[config.mk]
export PLATFORM = sky130hd
export DESIGN_NAME = deal_sequencer
export DESIGN_NICKNAME = d
export VERILOG_FILES = /design/src/rtl/deal_sequencer.sv
export SDC_FILE = /design/constraint.sdc
export NUM_CORES = 1
export LEC_CHECK = 0
export BUFFER_PORTS_ARGS = -buffer_cell sky130_fd_sc_hd__buf_2
export CAP_MARGIN = 25
export CORE_ASPECT_RATIO = 1.2
export CORE_MARGIN = 2
export CORE_UTILIZATION = 54
export CTS_CLUSTER_SIZE = 20
export DETAILED_ROUTE_END_ITERATION = 7
export GPL_TIMING_DRIVEN = 0
export PLACE_DENSITY = 0.88
export REMOVE_ABC_BUFFERS = 1
export SLEW_MARGIN = 20
export SYNTH_ARGS = -nofsm -noshare
export SYNTH_HDL_FRONTEND = slang
export SYNTH_SLANG_ARGS = --single-unit
[constraint.sdc]
create_clock -name clock -period 4.34 [get_ports clock]
set_input_delay 0.434 -clock clock [delete_from_list [all_inputs] [get_ports clock]]
set_output_delay 0.434 -clock clock [all_outputs]
set_load 0.01 [all_outputs]
[src/rtl/deal_sequencer.sv]
// Baccarat deal sequencer: captures generator cards into six hand slots on step pulses and flags the winner.
// Optional third-card drawing rules are enabled by defining DEAL_SEQUENCER_THIRD_CARD_EN.
module deal_sequencer (
  input  logic       clock,
  input  logic       resetb,
  input  logic       step,
  input  logic [3:0] new_card,
  output logic [3:0] pcard1,
  output logic [3:0] pcard2,
  output logic [3:0] pcard3,
  output logic [3:0] dcard1,
  output logic [3:0] dcard2,
  output logic [3:0] dcard3,
  output logic [3:0] pscore,
  output logic [3:0] dscore,
  output logic       player_win,
  output logic       dealer_win,
  output logic       done
);

  typedef enum logic [2:0] {
    S_P1, S_D1, S_P2, S_D2, S_EVAL, S_P3, S_D3, S_DONE
  } state_t;

  state_t     r_state, w_next;
  logic [3:0] r_pcard1, r_pcard2, r_pcard3;
  logic [3:0] r_dcard1, r_dcard2, r_dcard3;
  logic [4:0] w_psum, w_dsum;

  // Face cards, tens and anything outside 1-9 (including empty) count zero.
  function automatic logic [4:0] card_val(input logic [3:0] c);
    return (c >= 4'd1 && c <= 4'd9) ? {1'b0, c} : 5'd0;
  endfunction

  function automatic logic [3:0] mod10(input logic [4:0] s);
    logic [4:0] t;
    if (s >= 5'd20)      t = s - 5'd20;
    else if (s >= 5'd10) t = s - 5'd10;
    else                 t = s;
    return t[3:0];
  endfunction

  function automatic logic dealer_draws(input logic [3:0] ds, input logic [4:0] v);
    case (ds)
      4'd0, 4'd1, 4'd2: return 1'b1;
      4'd3:             return v != 5'd8;
      4'd4:             return v >= 5'd2 && v <= 5'd7;
      4'd5:             return v >= 5'd4 && v <= 5'd7;
      4'd6:             return v == 5'd6 || v == 5'd7;
      default:          return 1'b0;
    endcase
  endfunction

  assign w_psum = card_val(r_pcard1) + card_val(r_pcard2) + card_val(r_pcard3);
  assign w_dsum = card_val(r_dcard1) + card_val(r_dcard2) + card_val(r_dcard3);
  assign pscore = mod10(w_psum);
  assign dscore = mod10(w_dsum);

  always_comb begin
    w_next = r_state;
    case (r_state)
      S_P1:   if (step) w_next = S_D1;
      S_D1:   if (step) w_next = S_P2;
      S_P2:   if (step) w_next = S_D2;
      S_D2:   if (step) w_next = S_EVAL;
      S_EVAL: begin
`ifdef DEAL_SEQUENCER_THIRD_CARD_EN
        if (pscore >= 4'd8 || dscore >= 4'd8) w_next = S_DONE;
        else if (pscore <= 4'd5)              w_next = S_P3;
        else if (dscore <= 4'd5)              w_next = S_D3;
        else                                  w_next = S_DONE;
`else
        w_next = S_DONE;
`endif
      end
      // Dealer decision uses the player's third card as it is captured.
      S_P3:   if (step) w_next = dealer_draws(dscore, card_val(new_card)) ? S_D3 : S_DONE;
      S_D3:   if (step) w_next = S_DONE;
      S_DONE: if (step) w_next = S_P1;
      default: w_next = S_P1;
    endcase
  end

  always_ff @(posedge clock) begin
    if (!resetb) begin
      r_state  <= S_P1;
      r_pcard1 <= 4'd0;
      r_pcard2 <= 4'd0;
      r_pcard3 <= 4'd0;
      r_dcard1 <= 4'd0;
      r_dcard2 <= 4'd0;
      r_dcard3 <= 4'd0;
    end else begin
      r_state <= w_next;
      if (step) begin
        case (r_state)
          S_P1: r_pcard1 <= new_card;
          S_D1: r_dcard1 <= new_card;
          S_P2: r_pcard2 <= new_card;
          S_D2: r_dcard2 <= new_card;
`ifdef DEAL_SEQUENCER_THIRD_CARD_EN
          S_P3: r_pcard3 <= new_card;
          S_D3: r_dcard3 <= new_card;
`endif
          S_DONE: begin
            r_pcard1 <= 4'd0;
            r_pcard2 <= 4'd0;
            r_pcard3 <= 4'd0;
            r_dcard1 <= 4'd0;
            r_dcard2 <= 4'd0;
            r_dcard3 <= 4'd0;
          end
          default: ;
        endcase
      end
    end
  end

  assign pcard1     = r_pcard1;
  assign pcard2     = r_pcard2;
  assign pcard3     = r_pcard3;
  assign dcard1     = r_dcard1;
  assign dcard2     = r_dcard2;
  assign dcard3     = r_dcard3;
  assign done       = (r_state == S_DONE);
  assign player_win = done && (pscore > dscore);
  assign dealer_win = done && (dscore > pscore);

endmodule

==> results.sh <==
export IMPL_outcome="finished, violations left"
export IMPL_violations="setup timing"
export IMPL_clock_sinks=19
export IMPL_track_usage_pct=21.2
export IMPL_critPathKind="reg -> out"
export IMPL_synth_edf_count=0
export IMPL_layoutNonFillerInstCount=293
export IMPL_dieHeight_microns=66.6
export IMPL_preCtsSetupSlack_ns=-0.176
export IMPL_yosys_area_top_type="dfxtp_1"
export IMPL_yosysTopAreaCellShare_pct=21.6
export IMPL_path_max_fanout=3
export IMPL_holdWs_ns=0.495
export IMPL_grt_pass1_wl_mm=6.31
export IMPL_synth_top_family_by_area="simple AND/OR/NAND/NOR gates"
export IMPL_slew_headroom_pct=65.2
export IMPL_grt_max_degree=20
export IMPL_nFillCells=233
export IMPL_syn_avg_cell_area_sq_um=8.36
export IMPL_timing_final_crit_share_pct=100
export IMPL_root_buffer="clkbuf_4"
export IMPL_wl_per_cell_microns=14.8
export IMPL_yosys_area_share_simple_pct=27.0
export IMPL_crit_chain="o21ai_1 > and2_1 > ha_2 > fa_2 > xor2_2 > inv_2 > ha_4 > and2b_2 > o211ai_1 > or4_1 > and4_4 > inv_4 > ha_4 > nor2b_4 > o21ai_2 > nand2b_1 > a21oi_2 > and2_1 > buf_2"
export IMPL_worst_path_dominant_cell_family="simple AND/OR/NAND/NOR gates"
export IMPL_cts_clk_slew_worst_paths_ns=0.10
export IMPL_cts_path_max_buffers=2
export IMPL_drive_above_1_share_pct=35.8
export IMPL_synth_xor_area_share_pct=3.48
export IMPL_antenna_cells=0
export IMPL_tritoncts="yes"
export IMPL_seq_area_sq_um=405
export IMPL_drtIter0Drc=45
export IMPL_htreeDepth=1
export IMPL_crit_path_top_delay_cell="or4_1"
export IMPL_vias=1633
export IMPL_die_x_microns=56.2
export IMPL_multi_input_area_sq_um=1370
export IMPL_synth_flop_cell="dfxtp_1"
export IMPL_num_rows=22
export IMPL_drc=0
export IMPL_grt_pass1_vias=1430
export IMPL_antenna_found_initial=0
export IMPL_cp_arrival_ns=3.91
export IMPL_synth_compound_area_share_pct=14.8
export IMPL_worstSetupEndpointType="output port"
export IMPL_design_core_area_sq_um=3080
export IMPL_cap_violations=0
export IMPL_max_stage_delay_ns=0.55
export IMPL_period_needed_ns=4.35
export IMPL_maxSlewViolCount=0
export IMPL_worst_pin_slew_ns=0.523
export IMPL_drt_pass1_iterations=4
export IMPL_seq_area_frac_synth_pct=21.6
export IMPL_synth_mux_area_share_pct=10.9
export IMPL_grt_setup_unrepaired="true"
export IMPL_io_pins=42
export IMPL_wl_mm=4.33
export IMPL_syn_inst=211
export IMPL_synthTopCellsByCount="27 x nor2b_1, 19 x dfxtp_1, 18 x mux2i_1"
export IMPL_dp_cells=274
export IMPL_nets=284
export IMPL_async_reset_ff_share_pct=0
export IMPL_netlist_top_cells_area="dfxtp_1 22%, ha_1 12%, mux2i_1 10%, nor2b_1 9.6%, and2_1 3.5%"
export IMPL_hold_buffers=0
export IMPL_synth_area_sq_um=1760
export IMPL_setup_ws_ns=-0.00640
export IMPL_leakage_nw=1.08
export IMPL_avgViaCountPerCell=5.57
export IMPL_synth_seq_cells=19
export IMPL_yosysWarnings=0
export IMPL_setup_viol=1
export IMPL_dieArea_sq_um=3740
export IMPL_yosysMostFrequentCell="nor2b_1"
export IMPL_startpoint_type="register"
export IMPL_required_ns=3.91
export IMPL_fmax_ghz=0.230
export IMPL_power_density_nw_per_um2=207
export IMPL_irDropWorstVdd_uv=203
export IMPL_min_path_type="in -> reg"
export IMPL_gp_congestion=0.816
export IMPL_port_buffer_count=33
export IMPL_postRouteAntennaNets=0
export IMPL_hold_violations=0
export IMPL_cts_made_buffers=3
export IMPL_area_growth_pct=23.6
export IMPL_dp_hpwl_mm=2.90
export IMPL_synthAdderAreaFrac_pct=14.3
export IMPL_initial_utilization_pct=57.2
export IMPL_synthDistinctLibCells=45
export IMPL_worst_path_buf_inv=3
export IMPL_grt_overflow=0
export IMPL_clk_insertion_delay_late_ns=0.30
export IMPL_fin_skew_ns=0.00240
[cells in the final DEF, fill, tap and decap left out, types with 3 or more instances in the layout]
cell	Yosys	final
a21oi_1	12	8
a21oi_2	0	4
and2_1	10	10
buf_2	0	33
buf_4	8	15
clkbuf_4	0	3
conb_1	1	8
dfxtp_1	19	7
dfxtp_2	0	8
dfxtp_4	0	4
ha_1	17	13
ha_4	0	3
inv_1	13	10
mux2i_1	18	18
nand2_1	5	5
nand2b_1	4	4
nand3_1	7	7
nand4_1	3	3
nor2_1	8	8
nor2b_1	27	24
nor3_1	3	3
nor3b_1	5	5
o21ai_0	11	7
o21ai_1	1	4
xnor2_1	5	4
[where the power goes]
group / internal [W] / switching, W / leakage (nW)
logic: 0.0000808 / 0.0000910 / 0.907
clock network: 0.0000359 / 0.0000518 / 0.0150
registers: 0.000181 / 0.0000103 / 0.161
total: 0.000297 / 0.000153 / 1.08
[registers in the layout, indices dropped and copies added (netlist names)]
register,cells
pcard2,4
dcard2,4
r_state,3
dcard1,4
pcard1,4
[worst register-to-register path: stages, from the launching register on]
cell and delay [ns]:
dfxtp_4 0.37, o21ai_1 0.05, and2_1 0.14, ha_2 0.20, fa_2 0.37, xor2_2 0.17
inv_2 0.13, ha_4 0.14, and2b_2 0.15, o211ai_1 0.12, or4_1 0.55, and4_4 0.21
buf_4 0.14, a22oi_2 0.13, a31oi_1 0.09, nor2_1 0.10
[final cells by class]
cell class              count  area share (%)
clock buffers               4            1.21
well taps                  36            2.07
repair buffers             48            12.8
flip-flops and latches     19            18.6
multi-input cells         173            63.0
inverters                  13            2.35
[logic make-up (layout without fill, tap and decap cells)]
kind of cell / after synthesis / in the layout
other: 1 / 8
flip-flops: 19 / 19
adder cells (fa/ha/maj): 19 / 19
buffers and inverters: 26 / 65
AO/OA/AOI/OAI: 40 / 40
AND/OR/NAND/NOR: 80 / 80
multiplexers: 19 / 19
XOR/XNOR: 7 / 7
[layer usage]
| metal | track usage, % | vias to the layer above | wire length, microns | part of all wire, % |
|---|---|---|---|---|
| met5 | 0 | - | 0 | 0 |
| met4 | 11.3 | 0 | 92 | 2.1 |
| met3 | 1.55 | 9 | 139 | 3.2 |
| met2 | 38.4 | 38 | 2270 | 52 |
| met1 | 24.8 | 770 | 1830 | 42 |
| li1 | - | 816 | - | - |
[repair_timing]
| item | 4_1_cts | 5_1_grt |
|---|---|---|
| pin swaps | 1 | 15 |
| gates resized for setup | 16 | 28 |
| endpoints found under the setup margin | 2 | 2 |
| setup buffers | 3 | 12 |
[metrics by stage]
stage	instance area, sq um	setup TNS, ns	total power [W]	utilization, %
finish	2180	-0.00640	0.000450	70.7
global route	2180	-0.184	0.000478	70.7
CTS	2000	0	0.000427	64.9
detailed placement	1910	-0.285	0.000335	62.1
global placement	1910	-0.153	0.000331	62.1
floorplan	1700	0	0.000298	-
[worst paths after layout]
check / to / slack, ns / from / cells after the start
min: r_state[0] / 0.50 / resetb / 3
min reg2reg: pcard2[0] / 0.55 / pcard2[0] / 2
max reg2reg: r_state[0] / 1.22 / dcard2[3] / 15
max: player_win / -0.006 / dcard2[3] / 19
No activity file was read; power rests on OpenSTA's default activity.
